===== src/rtl/uart_rx_if.sv =====
// Receive-side bundle of the UART receiver: serial line and frame options in,
// received word and error pulses out.
interface uart_rx_if #(
  parameter int DATA_WIDTH = 8
) ();
  logic                  i_rx_in;
  logic                  i_par_en;
  logic                  i_par_typ;
  logic [DATA_WIDTH-1:0] o_data;
  logic                  o_data_valid;
  logic                  o_par_err;
  logic                  o_stp_err;

  modport slave (
    input  i_rx_in,
    input  i_par_en,
    input  i_par_typ,
    output o_data,
    output o_data_valid,
    output o_par_err,
    output o_stp_err
  );

  modport master (
    output i_rx_in,
    output i_par_en,
    output i_par_typ,
    input  o_data,
    input  o_data_valid,
    input  o_par_err,
    input  o_stp_err
  );
endinterface


===== src/rtl/uart_rx.sv =====
// UART receiver: 2-flop synchronized input, PRESCALE-times oversampling with a
// 3-sample majority vote per bit, optional even/odd parity, one stop bit.
module uart_rx #(
  parameter int DATA_WIDTH = 8,
  parameter int PRESCALE   = 8
) (
  input logic      i_clk,
  input logic      i_rst_n,
  uart_rx_if.slave bus
);
  localparam int EW = $clog2(PRESCALE);
  localparam int BW = $clog2(DATA_WIDTH);
  localparam logic [EW-1:0] EDGE_LAST = EW'(PRESCALE - 1);
  localparam logic [EW-1:0] SAMP_A    = EW'(PRESCALE / 2 - 1);
  localparam logic [EW-1:0] SAMP_B    = EW'(PRESCALE / 2);
  localparam logic [EW-1:0] SAMP_C    = EW'(PRESCALE / 2 + 1);
  localparam logic [BW-1:0] BIT_LAST  = BW'(DATA_WIDTH - 1);

  typedef enum logic [2:0] {
    ST_IDLE   = 3'd0,
    ST_START  = 3'd1,
    ST_DATA   = 3'd2,
    ST_PARITY = 3'd3,
    ST_STOP   = 3'd4
  } state_t;

  function automatic logic maj3(input logic a, input logic b, input logic c);
    return (a & b) | (a & c) | (b & c);
  endfunction

  function automatic logic calc_parity(input logic [DATA_WIDTH-1:0] d, input logic odd);
    return (^d) ^ odd;
  endfunction

  state_t                r_state, w_state_nxt;
  logic [EW-1:0]         r_edge_cnt, w_edge_nxt, w_edge_inc;
  logic [BW-1:0]         r_bit_cnt, w_bit_nxt;
  logic [DATA_WIDTH-1:0] r_shift, w_shift_nxt;
  logic                  r_par_bad, w_par_bad_nxt;
  logic                  r_par_en, r_par_typ;
  logic [1:0]            r_sync;
  logic [1:0]            r_samp;
  logic                  w_rx, w_bit, w_decide, w_last_edge, w_cfg_load, w_resolve;
  logic [DATA_WIDTH-1:0] r_data;
  logic                  r_data_valid, r_par_err, r_stp_err;

  assign w_rx        = r_sync[1];
  assign w_bit       = maj3(r_samp[0], r_samp[1], w_rx);
  assign w_decide    = (r_edge_cnt == SAMP_C);
  assign w_last_edge = (r_edge_cnt == EDGE_LAST);
  assign w_edge_inc  = r_edge_cnt + EW'(1);

  // Two-flop synchronizer; resets to the idle line level.
  always_ff @(posedge i_clk or negedge i_rst_n) begin
    if (!i_rst_n) begin
      r_sync <= 2'b11;
    end else begin
      r_sync <= {r_sync[0], bus.i_rx_in};
    end
  end

  always_ff @(posedge i_clk or negedge i_rst_n) begin
    if (!i_rst_n) begin
      r_samp <= 2'b11;
    end else if (r_edge_cnt == SAMP_A) begin
      r_samp[0] <= w_rx;
    end else if (r_edge_cnt == SAMP_B) begin
      r_samp[1] <= w_rx;
    end else begin
      r_samp <= r_samp;
    end
  end

  always_ff @(posedge i_clk or negedge i_rst_n) begin
    if (!i_rst_n) begin
      r_state    <= ST_IDLE;
      r_edge_cnt <= '0;
      r_bit_cnt  <= '0;
      r_shift    <= '0;
      r_par_bad  <= 1'b0;
      r_par_en   <= 1'b0;
      r_par_typ  <= 1'b0;
    end else begin
      r_state    <= w_state_nxt;
      r_edge_cnt <= w_edge_nxt;
      r_bit_cnt  <= w_bit_nxt;
      r_shift    <= w_shift_nxt;
      r_par_bad  <= w_par_bad_nxt;
      if (w_cfg_load) begin
        r_par_en  <= bus.i_par_en;
        r_par_typ <= bus.i_par_typ;
      end
    end
  end

  // Bit decisions happen at SAMP_C using the two stored samples plus the live one.
  always_comb begin
    w_state_nxt   = r_state;
    w_edge_nxt    = w_last_edge ? '0 : w_edge_inc;
    w_bit_nxt     = r_bit_cnt;
    w_shift_nxt   = r_shift;
    w_par_bad_nxt = r_par_bad;
    w_cfg_load    = 1'b0;
    w_resolve     = 1'b0;
    case (r_state)
      ST_IDLE: begin
        if (!w_rx) begin
          w_state_nxt   = ST_START;
          w_edge_nxt    = EW'(1);
          w_bit_nxt     = '0;
          w_par_bad_nxt = 1'b0;
          w_cfg_load    = 1'b1;
        end else begin
          w_edge_nxt = '0;
        end
      end
      ST_START: begin
        if (w_decide && w_bit) begin
          w_state_nxt = ST_IDLE;
          w_edge_nxt  = '0;
        end else if (w_last_edge) begin
          w_state_nxt = ST_DATA;
        end else begin
          w_state_nxt = ST_START;
        end
      end
      ST_DATA: begin
        if (w_decide) begin
          w_shift_nxt = {w_bit, r_shift[DATA_WIDTH-1:1]};
        end else begin
          w_shift_nxt = r_shift;
        end
        if (w_last_edge) begin
          if (r_bit_cnt == BIT_LAST) begin
            w_bit_nxt   = '0;
            w_state_nxt = r_par_en ? ST_PARITY : ST_STOP;
          end else begin
            w_bit_nxt = r_bit_cnt + BW'(1);
          end
        end else begin
          w_bit_nxt = r_bit_cnt;
        end
      end
      ST_PARITY: begin
        if (w_decide) begin
          w_par_bad_nxt = (w_bit != calc_parity(r_shift, r_par_typ));
        end else begin
          w_par_bad_nxt = r_par_bad;
        end
        if (w_last_edge) begin
          w_state_nxt = ST_STOP;
        end else begin
          w_state_nxt = ST_PARITY;
        end
      end
      ST_STOP: begin
        // Leave at the stop decision so a start bit right after the stop bit is caught.
        if (w_decide) begin
          w_resolve   = 1'b1;
          w_state_nxt = ST_IDLE;
          w_edge_nxt  = '0;
        end else begin
          w_state_nxt = ST_STOP;
        end
      end
      default: begin
        w_state_nxt = ST_IDLE;
        w_edge_nxt  = '0;
        w_bit_nxt   = '0;
      end
    endcase
  end

  // Frame resolution: one-cycle pulses, data only updated on an error-free frame.
  always_ff @(posedge i_clk or negedge i_rst_n) begin
    if (!i_rst_n) begin
      r_data       <= '0;
      r_data_valid <= 1'b0;
      r_par_err    <= 1'b0;
      r_stp_err    <= 1'b0;
    end else begin
      r_data_valid <= 1'b0;
      r_par_err    <= 1'b0;
      r_stp_err    <= 1'b0;
      if (w_resolve) begin
        if (w_bit) begin
          if (r_par_bad) begin
            r_par_err <= 1'b1;
          end else begin
            r_data_valid <= 1'b1;
            r_data       <= r_shift;
          end
        end else begin
          r_stp_err <= 1'b1;
          r_par_err <= r_par_bad;
        end
      end
    end
  end

  assign bus.o_data       = r_data;
  assign bus.o_data_valid = r_data_valid;
  assign bus.o_par_err    = r_par_err;
  assign bus.o_stp_err    = r_stp_err;
endmodule


===== src/flat_wrapper.sv =====
// flat-port wrapper written by rule: the top's interface ports become plain ports
module uart_rx_flat 
#(
  parameter int DATA_WIDTH = 8,
  parameter int PRESCALE   = 8
)
  (i_clk, i_rst_n, bus_i_rx_in, bus_i_par_en, bus_i_par_typ, bus_o_data, bus_o_data_valid, bus_o_par_err, bus_o_stp_err);
  uart_rx_if #(.DATA_WIDTH(DATA_WIDTH)) bus_i ();
  input logic i_clk;
  input logic i_rst_n;
  input wire logic [$bits(bus_i.i_rx_in)-1:0] bus_i_rx_in;
  input wire logic [$bits(bus_i.i_par_en)-1:0] bus_i_par_en;
  input wire logic [$bits(bus_i.i_par_typ)-1:0] bus_i_par_typ;
  output wire logic [$bits(bus_i.o_data)-1:0] bus_o_data;
  output wire logic [$bits(bus_i.o_data_valid)-1:0] bus_o_data_valid;
  output wire logic [$bits(bus_i.o_par_err)-1:0] bus_o_par_err;
  output wire logic [$bits(bus_i.o_stp_err)-1:0] bus_o_stp_err;
  assign bus_i.i_rx_in = bus_i_rx_in;
  assign bus_i.i_par_en = bus_i_par_en;
  assign bus_i.i_par_typ = bus_i_par_typ;
  assign bus_o_data = bus_i.o_data;
  assign bus_o_data_valid = bus_i.o_data_valid;
  assign bus_o_par_err = bus_i.o_par_err;
  assign bus_o_stp_err = bus_i.o_stp_err;
  uart_rx #(.DATA_WIDTH(DATA_WIDTH), .PRESCALE(PRESCALE)) u_core (.i_clk(i_clk), .i_rst_n(i_rst_n), .bus(bus_i));
endmodule

===== config.mk =====
export PLATFORM = sky130hd
export DESIGN_NAME = uart_rx_flat
export DESIGN_NICKNAME = d
export VERILOG_FILES = /design/src/rtl/uart_rx_if.sv /design/src/rtl/uart_rx.sv /design/src/flat_wrapper.sv
export SDC_FILE = /design/constraint.sdc
export NUM_CORES = 1
export LEC_CHECK = 0
export BUFFER_PORTS_ARGS = -buffer_cell sky130_fd_sc_hd__buf_2
export CELL_PAD_IN_SITES_DETAIL_PLACEMENT = 1
export CELL_PAD_IN_SITES_GLOBAL_PLACEMENT = 2
export CORE_MARGIN = 3
export CORE_UTILIZATION = 42
export DETAILED_ROUTE_END_ITERATION = 8
export GPL_ROUTABILITY_DRIVEN = 0
export PLACE_DENSITY = 0.84
export SYNTH_ARGS = -nofsm -noshare
export SYNTH_HDL_FRONTEND = slang
export SYNTH_SLANG_ARGS = --single-unit

===== constraint.sdc =====
create_clock -name i_clk -period 3.1 [get_ports i_clk]
set_clock_uncertainty 0.15 [all_clocks]
set_input_delay 0.62 -clock i_clk [delete_from_list [all_inputs] [get_ports i_clk]]
set_output_delay 0.62 -clock i_clk [all_outputs]
set_load 0.05 [all_outputs]

==> results of run 1 <==
## sequential cells by signal, summed over array words and instances, names as in the netlist
register / flops
u_core.r_shift: 8
u_core.r_par_bad: 1
u_core.r_bit_cnt: 3
u_core.r_par_typ: 1
u_core.bus.o_data_valid: 1
u_core.r_state: 3
u_core.bus.o_stp_err: 1
u_core.r_samp: 2
u_core.r_edge_cnt: 3
u_core.r_par_en: 1
u_core.bus.o_data: 8
u_core.r_sync: 2
u_core.bus.o_par_err: 1
## worst max-delay path by stage
stage                              start                  end  cells past startpoint
detailed placement  u_core.r_edge_cnt[0]  u_core.r_bit_cnt[0]                      5
global placement    u_core.r_edge_cnt[0]  u_core.r_bit_cnt[0]                      5
global route           u_core.r_state[1]    u_core.r_shift[4]                      4
CTS                 u_core.r_edge_cnt[0]  u_core.r_bit_cnt[0]                      5
finish              u_core.r_edge_cnt[0]  u_core.r_bit_cnt[0]                      5
floorplan           u_core.r_edge_cnt[0]  u_core.r_bit_cnt[0]                      5
## worst max-delay path: cells and delay by family, from the launching register on
family,cells,cell delay (ns)
adder cells (fa/ha/maj),2,0.52
multiplexers,1,0.35
flip-flops,1,0.42
AO/OA/AOI/OAI,2,0.37
## final cells by class
| type | instances | area, µm² |
|---|---|---|
| Multi-Input combinational cell | 91 | 725.7 |
| Clock inverter | 1 | 30.03 |
| Clock buffer | 6 | 72.57 |
| Sequential cell | 35 | 880.8 |
| Fill cell | 409 | 1866 |
| Tap cell | 48 | 60.06 |
| Timing Repair Buffer | 15 | 75.07 |
| Inverter | 9 | 33.78 |
## power by group through the flow
stage / clock [mW] / combinational, mW / sequential, mW
2_1_floorplan: 0 / 0.336 / 0.599
3_3_place_gp: 0 / 0.352 / 0.640
3_5_place_dp: 0 / 0.387 / 0.648
4_1_cts: 0.401 / 0.389 / 0.640
5_1_grt: 0.425 / 0.432 / 0.656
6_report: 0.391 / 0.379 / 0.640
## logic make-up (layout without fill, tap and decap cells)
family                   count (synthesis)  count (layout)  share of synthesized area (%)
AO/OA/AOI/OAI                           16              16                          5.719
multiplexers                            21              21                          14.07
AND/OR/NAND/NOR                         38              38                          12.26
XOR/XNOR                                 8               8                          5.493
flip-flops                              35              35                          52.97
buffers and inverters                   13              31                          3.386
adder cells (fa/ha/maj)                  8               8                          6.094
## metal layers
| layer | up-vias | wire, µm |
|---|---|---|
| li1 | 505 | - |
| met1 | 529 | 1377 |
| met5 | - | 0 |
| met2 | 18 | 1638 |
| met4 | 0 | 35 |
| met3 | 5 | 143 |
## placed cells by master (no fill, tap or decap), types with 2 or more instances in the layout
| cell | instances |
|---|---|
| a21oi_1 | 5 |
| and2_1 | 2 |
| buf_2 | 15 |
| clkbuf_8 | 5 |
| dfrtp_1 | 31 |
| dfstp_2 | 4 |
| ha_1 | 7 |
| inv_1 | 9 |
| mux2_2 | 19 |
| mux2i_1 | 2 |
| nand2_1 | 12 |
| nand3_1 | 3 |
| nand3b_1 | 2 |
| nor2_1 | 8 |
| nor2b_1 | 2 |
| nor3_1 | 2 |
| nor3b_1 | 2 |
| o21ai_0 | 3 |
| xnor2_1 | 5 |
## metrics by stage
step	total power, mW	std cells	hold slack, ns	area (µm²)
finish	1.410	205	0.2097	1878
global route	1.513	205	0.2155	1878
CTS	1.429	205	0.2106	1878
detailed placement	1.036	198	0.2009	1775
global placement	0.9912	198	0.1998	1775
floorplan	0.9343	139	0.1744	1663
==> impl_metrics.tcl, run 1 <==
set metrics [dict create \
    status "finished clean" \
    p_comb_share_pct 26.9 \
    coreArea_mm2 0.003744 \
    grt_max_degree 36 \
    layout_setup_ws_ns 1.182 \
    post-route-util_pct 50.17 \
    rsz0062_at_grt "no" \
    fin_nets 169 \
    postSynthCellCount 139 \
    p_per_area_mw_per_mm2 750.8 \
    syn_area_mm2 0.001663 \
    crit_required_ns 3.12 \
    synth_cell_type_count 36 \
    die-area_mm2 0.004750 \
    fmaxAchievable_mhz 521.3 \
    worstRegToRegCells 5 \
    ctsLongestPathBuffers 2 \
    place_ws_ns 1.191 \
    p_leak_nw 0.9557 \
    avgSynthCellArea_um2 11.96 \
    drv_slew 0 \
    fin_crit_sh_pct 61.88 \
    fin_setup_tns_ns 0 \
    yosysMostFrequentCell "dfrtp_1" \
    clkSinkCount 35 \
    grt-ovfl-total 0 \
    first_pass_iters 4 \
    synth-edff-count 0 \
    cts.hold.buffers_added 0 \
    hold_path_class "flip-flop to flip-flop" \
    cp_cell_sequence "ha_1 -> ha_1 -> a21oi_1 -> o21a_1 -> mux2_2" \
    grt_pass1_wl_mm 5.382 \
    intPower_mw 0.9591 \
    drc 0 \
    antenna_found_initial 0 \
    setup_violations 0 \
    max-slew-margin-rel_pct 48.73 \
    vias 1057 \
    endpoint_kind "flip-flop" \
    htreeDepth 2 \
    drive_above_1_share_pct 31.21 \
    synthTopCellsByCount "dfrtp_1, mux2_2, nand2_1" \
    grt_pass1_vias 1130 \
    via_per_inst 5.156 \
    cts-resized-gates 0 \
    swShare_pct 31.98 \
    antennaDiodeCount 0 \
    ant_nets 0 \
    path_class "flip-flop to flip-flop" \
    cts_tree "yes" \
    synth_warnings 0 \
    top_usage_layer "met2" \
    io_pins 16 \
    slowest_stage "dfrtp_1" \
    first_iter_violations 51 \
    grt_usage_pct 16.11 \
    hold_viol_final 0 \
    gr-usage-met1_pct 18.77 \
    ys_top_cells_by_area "dfrtp_1, mux2_2, dfstp_2" \
    netlist.top_cell.by_area "dfrtp_1" \
    cp.arrival_ns 1.94 \
    r2r_setup_slack_ns 1.18 \
    r2r-start "u_core.r_edge_cnt[0]" \
    dp_hpwl_mm 2.455 \
    die_x_um 68.92 \
    r2r_end "u_core.r_bit_cnt[0]" \
    worstHoldEndpoint "u_core.r_sync[1]" \
    cp_common_cell "ha_1" \
    peakVddDrop_mv 0.3130 \
    ys_seq_area_share_pct 52.97 \
    io_buffers 15 \
    grtUsageMet3_pct 4.052 \
    synth_nets 151 \
    whs_path_depth 0 \
    finalCriticalPeriod_ns 1.918 \
    yosysTopAreaCellShare_pct 46.65 \
    die_h_um 68.92 \
    async_flop_share_pct 100.0 \
    cts_setup_buffers 0 \
    clkSlewWorstSetupHoldPaths_ns 0.07 \
    power.share.clock_pct 27.7 \
    max_stage_delay_ns 0.42 \
    start_util_pct 44.42 \
    use_met2_pct 27.74 \
    wl_per_cell_um 15.59 \
    crit_fanout 7 \
    syn2layout_area_growth_pct 12.94 \
    cp-start-kind "flip-flop" \
    power.switching_mw 0.4510 \
    ys_ff_latch 35 \
    synth_ff_type "dfrtp_1" \
    insertion_delay_ns 0.28 \
    cts_root_buf "clkbuf_8" \
    drt-total-wl_mm 3.195 \
    power_frac_seq_pct 45.4 \
    hold_start "u_core.r_sync[0]" \
    worstMarginPinSlew_ns 0.7691 \
    cts_buffers 5 \
    core.rowCount 22 \
    drv_cap 0 \
]
Power figures use the tool's default switching activity.
==> run 2: changes to the inputs <==
--- a/config.mk
+++ b/config.mk
@@ -9,10 +9,10 @@
 export CELL_PAD_IN_SITES_DETAIL_PLACEMENT = 1
 export CELL_PAD_IN_SITES_GLOBAL_PLACEMENT = 2
 export CORE_MARGIN = 3
-export CORE_UTILIZATION = 42
+export CORE_UTILIZATION = 35
 export DETAILED_ROUTE_END_ITERATION = 8
 export GPL_ROUTABILITY_DRIVEN = 0
-export PLACE_DENSITY = 0.84
+export PLACE_DENSITY = 0.75
 export SYNTH_ARGS = -nofsm -noshare
 export SYNTH_HDL_FRONTEND = slang
 export SYNTH_SLANG_ARGS = --single-unit
==> constraint.sdc (replaced) <==
create_clock -name i_clk -period 1.7 [get_ports i_clk]
set_clock_uncertainty 0.15 [all_clocks]
set_input_delay 0.34 -clock i_clk [delete_from_list [all_inputs] [get_ports i_clk]]
set_output_delay 0.34 -clock i_clk [all_outputs]
set_load 0.05 [all_outputs]
==> run 2 against run 1 <==
Compared with the run above:
- non-clock buffer count increased by 19
- count of clock-buffer cells in the layout increased by 1
- largest cell class unchanged
- routed wire length increased by 11%
- critical path depth increased by 1
- power increased by 97%
==> impl_metrics.tcl, run 2 (synthesized netlist as in run 1, its figures left out) <==
set metrics [dict create \
    ant_nets 0 \
    wl_per_cell_um 15.36 \
    drt-total-wl_mm 3.532 \
    grt_pass1_vias 1263 \
    swShare_pct 33.79 \
    hold_path_class "input pin to flip-flop" \
    grt_max_degree 36 \
    cp-start-kind "flip-flop" \
    core.rowCount 24 \
    grt_usage_pct 14.38 \
    p_comb_share_pct 36.4 \
    via_per_inst 4.939 \
    r2r-start "u_core.r_edge_cnt[1]" \
    ctsLongestPathBuffers 2 \
    clkSinkCount 35 \
    crit_required_ns 1.72 \
    n_fill_cell 467 \
    drv_slew 0 \
    hold_start "bus_i_par_en" \
    vias 1136 \
    r2r_end "u_core.r_state[0]" \
    hold_viol_final 0 \
    cp.arrival_ns 1.69 \
    status "finished clean" \
    rsz0062_at_grt "yes" \
    crit_fanout 6 \
    htreeDepth 2 \
    finalCriticalPeriod_ns 1.668 \
    antenna_found_initial 0 \
    power.share.clock_pct 22.2 \
    power.switching_mw 0.9371 \
    io_buffers 15 \
    p_per_area_mw_per_mm2 1313 \
    worstMarginPinSlew_ns 0.4941 \
    whs_path_depth 3 \
    cts_tree "yes" \
    start_util_pct 37.16 \
    worstRegToRegCells 6 \
    multi_input_area_um2 817.0 \
    first_pass_iters 2 \
    grt_pass1_wl_mm 5.954 \
    hold_slack_ns 0.09819 \
    fin_nets 189 \
    grt-ovfl-total 0 \
    drv_cap 0 \
    insertion_delay_ns 0.28 \
    fin_cells 230 \
    final_cell_mix "dfrtp_1, mux2_2, buf_4" \
    path_class "flip-flop to flip-flop" \
    seq_area_um2 882.1 \
    io_pins 16 \
    final_common_cell "dfrtp_1" \
    fin_crit_sh_pct 98.10 \
    cts_root_buf "clkbuf_8" \
    die_h_um 74.93 \
    cts_buffers 5 \
    dp_cells 216 \
    worstHoldEndpoint "u_core.r_par_en" \
    coreArea_mm2 0.004474 \
    drive_above_1_share_pct 46.07 \
    die_x_um 74.93 \
    endpoint_kind "flip-flop" \
    drc 0 \
    cp_cell_sequence "ha_2 -> ha_4 -> buf_4 -> a31oi_1 -> o22ai_2 -> and3_1" \
    max_stage_delay_ns 0.40 \
    max-slew-margin-rel_pct 66.76 \
    r2r_setup_slack_ns 0.03 \
    intPower_mw 1.837 \
    peakVddDrop_mv 0.4903 \
    syn2layout_area_growth_pct 27.01 \
    antennaDiodeCount 0 \
    slowest_stage "dfrtp_1" \
    setup_violations 0 \
    power_frac_seq_pct 41.3 \
    clkSlewWorstSetupHoldPaths_ns 0.07 \
    dp_hpwl_mm 2.520 \
    die-area_mm2 0.005614 \
    p_leak_nw 1.088 \
    fmaxAchievable_mhz 599.6 \
    first_iter_violations 37 \
]
-- run 2: cell types whose count changed in the layout (fill, tap and decap cells not counted), sizes merged --
| cell | before | now |
|---|---|---|
| clkinv | 0 | 1 |
| nand3b | 3 | 4 |
| dlygate4sd3 | 0 | 2 |
| bufinv | 1 | 0 |
| clkbuf | 6 | 7 |
| buf | 15 | 32 |
-- run 2: final cells by class --
type,instances,share of cell area [%]
clock buffers,7,4.088
clock inverters,1,0.2370
inverters,9,1.600
multi-input cells,92,38.68
flip-flops and latches,35,41.77
well taps,52,3.081
repair buffers,34,10.55
-- run 2: per-stage QoR --
| step | setup WS (ns) | TNS (ns) | power (mW) | area (µm²) | utilization, % |
|---|---|---|---|---|---|
| floorplan | -0.02406 | -0.1925 | 1.720 | 1678 | - |
| global placement | 0.01683 | 0 | 1.980 | 1901 | 42.48 |
| detailed placement | -0.03649 | -0.2465 | 2.023 | 1901 | 42.48 |
| CTS | 0.02051 | 0 | 2.677 | 2004 | 44.80 |
| global route | -0.03463 | -0.1361 | 2.990 | 2112 | 47.20 |
| finish | 0.03236 | 0 | 2.774 | 2112 | 47.20 |
-- run 2: how the worst max path moves through the flow --
stage	from	endpoint	slack (ns)	cells past startpoint
2_1_floorplan	u_core.r_edge_cnt[0]	u_core.bus.o_data[0]	-0.02	6
3_3_place_gp	u_core.r_edge_cnt[1]	u_core.bus.o_data[2]	0.02	6
3_5_place_dp	u_core.r_edge_cnt[1]	u_core.bus.o_data[7]	-0.04	6
4_1_cts	u_core.r_edge_cnt[0]	u_core.bus.o_data[7]	0.02	5
5_1_grt	u_core.r_edge_cnt[0]	u_core.r_edge_cnt[0]	-0.03	6
6_report	u_core.r_edge_cnt[1]	u_core.r_state[0]	0.03	6
-- run 2: metal layers --
metal / vias to the layer above / wire length (µm) / global-route usage, %
met5: - / 0 / 0
met4: 0 / 38 / 6.522
met3: 4 / 92 / 4.005
met2: 17 / 1817 / 23.98
met1: 569 / 1583 / 17.21
li1: 546 / - / -
-- run 2: worst max-delay path: cells and delay by family (launching register included) --
family	cells	cell delay [ns]
buf+inv	1	0.16
fa+ha+maj	2	0.39
compound gates	2	0.30
simple gates	1	0.17
flops	1	0.40
-- run 2: power groups by stage --
stage               Clock [mW]  Sequential (mW)  Combinational, mW
floorplan                    0             1.10              0.623
global placement             0             1.14              0.841
detailed placement           0             1.15              0.874
CTS                      0.654             1.13              0.889
global route             0.699             1.17               1.12
finish                   0.617             1.15               1.01
-- run 2: repair_timing --
action | 4_1_cts | 5_1_grt
pin swaps | 0 | 7
resized for setup | 1 | 16
endpoints found under the hold margin | 31 | 1
setup buffers | 0 | 3
gates cloned | 0 | 1
hold buffers | 1 | 1
endpoints found under the setup margin | 9 | 17
